### src/rtl/regfile_wb_pkg.sv
// Shared types and sizing for the integer register file and its pending-write scoreboard.
package regfile_wb_pkg;

  localparam int XLEN   = 64;
  localparam int NREG   = 32;
  localparam int PEND_W = 2;

  typedef logic [4:0]        reg_idx_t;
  typedef logic [PEND_W-1:0] pend_cnt_t;

  // x0 is hardwired to zero and never tracked as a writeback target.
  function automatic logic isZeroReg(input reg_idx_t r);
    return (r == reg_idx_t'(0));
  endfunction

endpackage

### src/rtl/regfile_wb_scoreboard.sv
// Per-register pending-write counters: bumped at issue, retired at writeback commit,
// producing busy flags for the read ports, an issue stall, and a sticky underflow error.
module pend_scoreboard
  import regfile_wb_pkg::*;
#(
  parameter int NREG   = regfile_wb_pkg::NREG,
  parameter int PEND_W = regfile_wb_pkg::PEND_W
) (
  input  logic     clk,
  input  logic     reset,
  input  logic     wbCommit,
  input  reg_idx_t wbDst,
  input  logic     issueValid,
  input  logic     issueRegwrite,
  input  reg_idx_t issueDst,
  input  logic     flush,
  input  reg_idx_t ra1,
  input  reg_idx_t ra2,
  output logic     busy1,
  output logic     busy2,
  output logic     issueStall,
  output logic     underflowErr
);

  localparam logic [PEND_W-1:0] CNT_MAX = '1;
  localparam logic [PEND_W-1:0] CNT_ONE = PEND_W'(1);

  logic [PEND_W-1:0] cnt [NREG];
  logic              issueReq;
  logic              issueInc;

  assign issueReq   = issueValid & issueRegwrite & ~isZeroReg(issueDst);
  // A commit to the same register frees a slot in this cycle, so issue may proceed.
  assign issueStall = issueReq & (cnt[issueDst] == CNT_MAX) & ~(wbCommit & (wbDst == issueDst));
  assign issueInc   = issueReq & ~issueStall;

  // Busy reflects the post-commit view: a retiring last write is already visible via bypass.
  assign busy1 = ~isZeroReg(ra1) & (cnt[ra1] != '0) &
                 ~(wbCommit & (wbDst == ra1) & (cnt[ra1] == CNT_ONE));
  assign busy2 = ~isZeroReg(ra2) & (cnt[ra2] != '0) &
                 ~(wbCommit & (wbDst == ra2) & (cnt[ra2] == CNT_ONE));

  always_ff @(posedge clk or posedge reset) begin
    if (reset) begin
      for (int i = 0; i < NREG; i++) cnt[i] <= '0;
    end else begin
      for (int i = 0; i < NREG; i++) begin
        logic incI;
        logic decI;
        incI = issueInc & (issueDst == reg_idx_t'(i));
        decI = wbCommit & (wbDst == reg_idx_t'(i)) & (cnt[i] != '0);
        if (flush)              cnt[i] <= '0;
        else if (incI && !decI) cnt[i] <= cnt[i] + CNT_ONE;
        else if (decI && !incI) cnt[i] <= cnt[i] - CNT_ONE;
      end
    end
  end

  always_ff @(posedge clk or posedge reset) begin
    if (reset)                                       underflowErr <= 1'b0;
    else if (!flush && wbCommit && cnt[wbDst] == '0) underflowErr <= 1'b1;
  end

endmodule

### src/rtl/regfile_wb.sv
// Architectural integer register file at the writeback boundary: commits writeback
// records, serves two bypassed read ports, and tracks outstanding writes for hazards.
module regfile_wb
  import regfile_wb_pkg::*;
#(
  parameter int XLEN   = regfile_wb_pkg::XLEN,
  parameter int NREG   = regfile_wb_pkg::NREG,
  parameter int PEND_W = regfile_wb_pkg::PEND_W
) (
  input  logic            clk,
  input  logic            reset,
  input  logic            wb_valid,
  input  logic            wb_regwrite,
  input  reg_idx_t        wb_dst,
  input  logic [XLEN-1:0] wb_data,
  input  reg_idx_t        ra1,
  input  reg_idx_t        ra2,
  output logic [XLEN-1:0] rd1,
  output logic [XLEN-1:0] rd2,
  output logic            busy1,
  output logic            busy2,
  input  logic            issue_valid,
  input  logic            issue_regwrite,
  input  reg_idx_t        issue_dst,
  output logic            issue_stall,
  input  logic            flush,
  output logic            underflow_err
);

  logic [XLEN-1:0] regs [NREG];
  logic            wbCommit;

  assign wbCommit = wb_valid & wb_regwrite & ~isZeroReg(wb_dst);

  always_ff @(posedge clk or posedge reset) begin
    if (reset) begin
      for (int i = 0; i < NREG; i++) regs[i] <= '0;
    end else if (wbCommit) begin
      regs[wb_dst] <= wb_data;
    end
  end

  // Write-first bypass: a same-cycle commit is visible to decode immediately.
  assign rd1 = isZeroReg(ra1)                  ? '0      :
               (wbCommit && (wb_dst == ra1))   ? wb_data : regs[ra1];
  assign rd2 = isZeroReg(ra2)                  ? '0      :
               (wbCommit && (wb_dst == ra2))   ? wb_data : regs[ra2];

  pend_scoreboard #(
    .NREG   (NREG),
    .PEND_W (PEND_W)
  ) uScoreboard (
    .clk           (clk),
    .reset         (reset),
    .wbCommit      (wbCommit),
    .wbDst         (wb_dst),
    .issueValid    (issue_valid),
    .issueRegwrite (issue_regwrite),
    .issueDst      (issue_dst),
    .flush         (flush),
    .ra1           (ra1),
    .ra2           (ra2),
    .busy1         (busy1),
    .busy2         (busy2),
    .issueStall    (issue_stall),
    .underflowErr  (underflow_err)
  );

endmodule

### config.mk
export PLATFORM = sky130hd
export DESIGN_NAME = regfile_wb
export DESIGN_NICKNAME = d
export VERILOG_FILES = /design/src/rtl/regfile_wb_pkg.sv /design/src/rtl/regfile_wb_scoreboard.sv /design/src/rtl/regfile_wb.sv
export SDC_FILE = /design/constraint.sdc
export NUM_CORES = 2
export LEC_CHECK = 0
export CELL_PAD_IN_SITES_DETAIL_PLACEMENT = 0
export CELL_PAD_IN_SITES_GLOBAL_PLACEMENT = 1
export CORE_MARGIN = 5
export CORE_UTILIZATION = 48
export DETAILED_ROUTE_END_ITERATION = 8
export PLACE_DENSITY_LB_ADDON = 0.3
export SLEW_MARGIN = 0
export SYNTH_ARGS = -nofsm -noshare
export SYNTH_HDL_FRONTEND = slang
export SYNTH_SLANG_ARGS = --single-unit
export TNS_END_PERCENT = 20
### constraint.sdc
create_clock -name clk -period 77.7 [get_ports clk]
set_input_delay 23.31 -clock clk [delete_from_list [all_inputs] [get_ports clk]]
set_output_delay 23.31 -clock clk [all_outputs]
set_load 0.01 [all_outputs]
; ---- Yosys cells after proc, flatten, opt, wreduce, memory -nomap -nowiden
; Cells that the tools add are included.
[classes]
reduce_logical = 205
n_lt_le_gt_ge = 5
bitwise_logic = 124
mux = 121
add_sub_neg = 64
eq_ne = 68
[ops]
columns = op, n
row1 = bitwise mux 2048 bit, 1
row2 = binary-select mux 64 bit (select 5 bit), 2
row3 = two-way mux 64 bit, 9
row4 = demux 64 bit (select 5 bit), 1
row5 = two-way mux 2 bit, 104
row6 = "== test 5 bit, second input constant", 32
row7 = bitwise AND 1 bit, 112
row8 = nonzero test 3 bit, 32
row9 = "== test 5 x 4 -> 1 bit, second input constant", 16
row10 = logical AND 1 bit, 69
row11 = nonzero test 2 bit, 34
row12 = logical NOT 1 bit, 65
row13 = "adder 2 x 1 -> 2 bit, second input constant", 32
row14 = "subtractor 2 x 1 -> 2 bit, second input constant", 32
row15 = binary-select mux 2 bit (select 5 bit), 4
row16 = "== test 5 x 3 -> 1 bit, second input constant", 8
row17 = ">= comparator 6 bit, second input constant", 4
row18 = inverter 5 -> 6 bit, 4
row19 = "== test 5 x 2 -> 1 bit, second input constant", 4
row20 = logical NOT 5 bit, 4
row21 = == test 5 bit, 3
row22 = "== test 5 x 1 -> 1 bit, second input constant", 2
row23 = inverter 1 bit, 8
row24 = "less-than comparator 6 x 1 -> 1 bit, second input constant", 1
row25 = other kinds (3), 4
[word_totals]
inputBits = 91
output_inout_bits = 132
ff_bits = 2113

; ---- Longest topological paths before layout
[logic_depth]
depth_word = 15
depth_mapped = 10

; ---- Modules after synthesis
; Synthesis repeated with hierarchy kept, for this count alone.
[hier_totals]
cells_unflattened = 8022
area_unflattened_um2 = 115135.4
[by_module_without_submodules]
columns = module, area_per_inst_um2, instances, cells_each
row1 = regfile_wb, 109338.6, 1, 7326
row2 = pend_scoreboard, 5796.8, 1, 696

; ---- Worst setup path before layout
; OpenSTA, ideal clock, no wires.
[synth_path]
kind = in2out
from = in ra2[0]
to = out rd2[26]
cell_stages = 7
arrival_time_ns = 25.478
setup_slack_ns = 28.912
n_path_buf = 3
required_time_ns = 54.390
path_cell_list = buf_2 > buf_2 > buf_1 > mux4_2 > mux4_2 > a211oi_1 > nor3_1
[synth_via]
elab_chain_cells = 6
[synth_rtl]
columns = item, line_no
row1 = "start, declared", regfile_wb.sv:17  ; input reg_idx_t ra2,
row2 = inverter 5 -> 6 bit (implied by the code), regfile_wb.sv:47  ; (wbCommit && (wb_dst == ra2)) ? wb_data : regs[ra2];
row3 = binary-select mux 64 bit (select 5 bit), regfile_wb.sv:47
row4 = two-way mux 64 bit (implied by the code) (2 in series), regfile_wb.sv:47
row5 = two-way mux 64 bit, regfile_wb.sv:47
row6 = two-way mux 64 bit (*), regfile_wb.sv:46  ; assign rd2 = isZeroReg(ra2) ? '0 :
row7 = "end, declared", regfile_wb.sv:19  ; output logic [XLEN-1:0] rd2,
; Mark *: on every way between the ends. The rest lies on a longest branch, timed or not. The select of a mux whose other input is x is not followed.

; ---- Worst setup path in the final report
[layout_path]
from = in ra2[0]
to = out rd2[39]
; The elaborated chain is that of the path after synthesis.

==> results.py <==
metrics = {
    "synth": {
        "dominantRegCellSynth": "dfrtp_1",
        "yosysUniqueCellTypes": 56,
        "synth-edff-count": 0,
        "yosys.area_share.adder_pct": 0,
        "synth_cells": 7928,
        "synth_compound_area_share_pct": 2.05,
        "synthArstFlopShare_pct": 100,
        "synth.area.mux_share_pct": 43.4,
        "yosysWarnings": 0,
        "synth_xor_area_share_pct": 0.314,
        "synth_top_family_by_area": "multiplexers",
        "ys_ff_latch": 2113,
        "syn-num-nets": 8019,
        "synth-simple-area-share_pct": 4.96,
        "synth.cell_area_um2": 114000,
        "syn_area_per_cell_um2": 14.4,
        "ys_seq_area_share_pct": 46.2,
    },
    "placed_design": {
        "dp_hpwl_mm": 198,
        "dp_slack_ns": 25.07,
        "place_area_um2": 119000,
        "globalplace.congestion": 0.812,
        "portBuffers": 222,
    },
    "setup_path": {
        "crit_type": "in2out",
        "cp.required_ns": 54.39,
        "cp-end-kind": "primary output",
        "cp.arrival_ns": 29.15,
        "critPathLaunchType": "input pin",
        "cp_max_fo": 63,
    },
    "pwr": {
        "p_per_area_nw_per_um2": 23.7,
        "comb_power_share_pct": 16.9,
        "p_sw_share_pct": 26.0,
        "irDropWorstVdd_mv": 0.0221,
        "seqPwrFrac_pct": 44.4,
        "p_sw_w": 0.000785,
        "clkPwrFrac_pct": 38.7,
        "intPower_w": 0.00223,
        "p_leak_nw": 56.8,
    },
    "floorplan": {
        "core_area_um2": 238000,
        "start_util_pct": 48.2,
        "die_w_um": 498,
        "rows": 179,
        "die_area_um2": 248000,
        "pin_count": 223,
        "fp.dieH_um": 498,
    },
    "sta": {
        "fin_ws_ns": 25.24,
        "slew_viol_final": 0,
        "hold_violations": 0,
        "fin_crit_ns": 52.46,
        "fin_crit_sh_pct": 67.5,
        "fmax_ghz": 0.0191,
        "fin_skew_ns": 0.0229,
        "rsz0062_at_grt": "false",
        "slew_headroom_pct": 10.7,
        "finalSetupViolCount": 0,
        "fin_tns_setup_ns": 0,
        "tightestPinTransition_ns": 1.34,
        "whs_ns": 0.394,
    },
    "cts": {
        "cts_setup_buffers": 0,
        "root_buffer": "clkbuf_16",
        "cts.htree.levels": 4,
        "numCtsBuffers": 224,
        "cts-resized-gates": 0,
        "cts_sinks": 2113,
        "cts_tree": "yes",
        "clk_pin_slew_ns": 0.06,
        "holdBufCountCts": 0,
        "clock_path_buffers": 3,
        "clock_latency_ns": 0.87,
    },
    "finish": {
        "most-common-layout-cells": "2113 x dfrtp_1, 1509 x mux2_2, 1309 x mux4_2",
        "utilization_pct": 53.5,
        "nNetsFinal": 7749,
        "multi_input_area_um2": 58300,
        "fin_area_um2": 127000,
        "seqCellArea_um2": 52900,
        "nFillCells": 19230,
        "final_common_cell": "dfrtp_1",
        "drive_gt1_share_pct": 43.7,
        "area_delta_synth_final_pct": 11.0,
    },
    "drt": {
        "wl_mm": 370,
        "drt_iter0_drc": 8194,
        "drt-pass1-iter-count": 5,
        "drcViolationCount": 0,
        "routedWlPerCell_um": 33.6,
        "ant_nets": 0,
        "vias_per_cell": 6.72,
        "dr_total_vias": 74066,
    },
    "grt": {
        "track_usage_pct": 29.7,
        "grt_pass1_wl_mm": 545,
        "gr-total-overflow": 0,
        "grt_pass1_vias": 76655,
        "grt_max_degree": 182,
        "antenna_found_initial": 15,
    },
    "job": {
        "max_cap_viol_count": 0,
    },
    "status": {
        "status": "finished clean",
    },
    "min_path": {
        "min_path_type": "reg2reg",
    },
}
## flip-flops by register name (all words and copies together) (netlist names)
signal and count:
regs 2048, uScoreboard.cnt 64, uScoreboard.underflowErr 1
## metrics by stage
stage | power [W] | instances
floorplan | 0.00172 | 7928
global route | 0.00313 | 11018
detailed placement | 0.00186 | 10599
global placement | 0.00184 | 10599
finish | 0.00302 | 11024
CTS | 0.00303 | 11015
## cell usage after synthesis (5+ instances only)
master	number	share of area, %
o211ai_1	14	0.092
nor2_1	205	0.67
nor2b_1	27	0.15
inv_1	6	0.020
o31a_1	5	0.038
mux4_2	1309	26
mux2i_1	142	1.2
nand4_1	9	0.049
and2_1	8	0.044
a21oi_1	90	0.39
mux2_1	155	1.5
nor4_1	6	0.033
or2_1	5	0.027
o2111ai_1	5	0.038
dfrtp_1	2113	46
a211oi_1	176	1.2
nand2b_1	7	0.038
buf_1	178	0.58
xnor2_1	23	0.18
o21ai_0	14	0.061
nor3_1	54	0.24
buf_2	127	0.56
o21ai_1	6	0.026
mux2_2	1509	15
nand2_1	1022	3.4
nor3b_1	22	0.14
o31ai_1	10	0.066
nand3_1	16	0.070
or3_1	7	0.038
clkbuf_1	596	2.0
xor2_1	18	0.14
## power groups by stage
stage	logic, W	registers (W)	clock network [W]
floorplan	0.000386	0.00133	0
global placement	0.000501	0.00134	0
detailed placement	0.000511	0.00135	0
CTS	0.000513	0.00133	0.00118
global route	0.000547	0.00135	0.00123
finish	0.000510	0.00134	0.00117
## per-layer routing
layer | global-route usage (%) | wire [µm] | vias up | part of all wire, %
li1 | - | - | 29498 | -
met1 | 41.4 | 149000 | 40338 | 40
met2 | 46.9 | 176000 | 3431 | 47
met3 | 5.50 | 29400 | 793 | 7.9
met4 | 11.5 | 16300 | 6 | 4.4
met5 | 0 | 40 | - | 0.011
## path summary, 6_finish.rpt
| check | startpoint | endpoint | slack [ns] | cells after the start |
|---|---|---|---|---|
| worst max-delay path | ra2[0] | rd2[39] | 25.24 | 9 |
| worst min-delay path | regs[2017]$_DFFE_PP0P_ | regs[2017]$_DFFE_PP0P_ | 0.39 | 0 |
| worst max register to register | uScoreboard.cnt[41]$_DFFE_PP0P_ | uScoreboard.cnt[47]$_DFFE_PP0P_ | 74.38 | 8 |
| worst min register to register | regs[2017]$_DFFE_PP0P_ | regs[2017]$_DFFE_PP0P_ | 0.39 | 0 |
| max in group asynchronous | reset | regs[1300]$_DFFE_PP0P_ | 51.00 | 6 |
| min in group asynchronous | reset | regs[1091]$_DFFE_PP0P_ | 22.92 | 2 |
## cells by family (layout without fill, tap and decap cells)
| family | count (synthesis) | after routing |
|---|---|---|
| mux | 3115 | 3115 |
| simple gates | 1405 | 1405 |
| buf+inv | 910 | 830 |
| flops | 2113 | 2113 |
| compound gates | 344 | 344 |
| other cells | 0 | 9 |
| xor+xnor | 41 | 41 |
## area by class of cell
type | instances | area share [%]
inverter | 7 | 0.0236
clock buffer | 325 | 5.24
multi-input combinational | 4905 | 45.9
clock inverter | 91 | 1.07
tap | 3167 | 3.12
timing repair buffer | 407 | 3.01
sequential | 2113 | 41.6
antenna | 9 | 0.0177
## worst max-delay path, stage by stage
cell and delay [ns]:
buf_8 0.53, buf_4 0.76, buf_4 0.80, buf_4 0.90, mux4_2 0.62, mux4_2 0.47, a211oi_1 0.86, nor3_1 0.16
clkdlybuf4s50_1 0.53
Note: power is estimated with default switching activity, not from simulation.
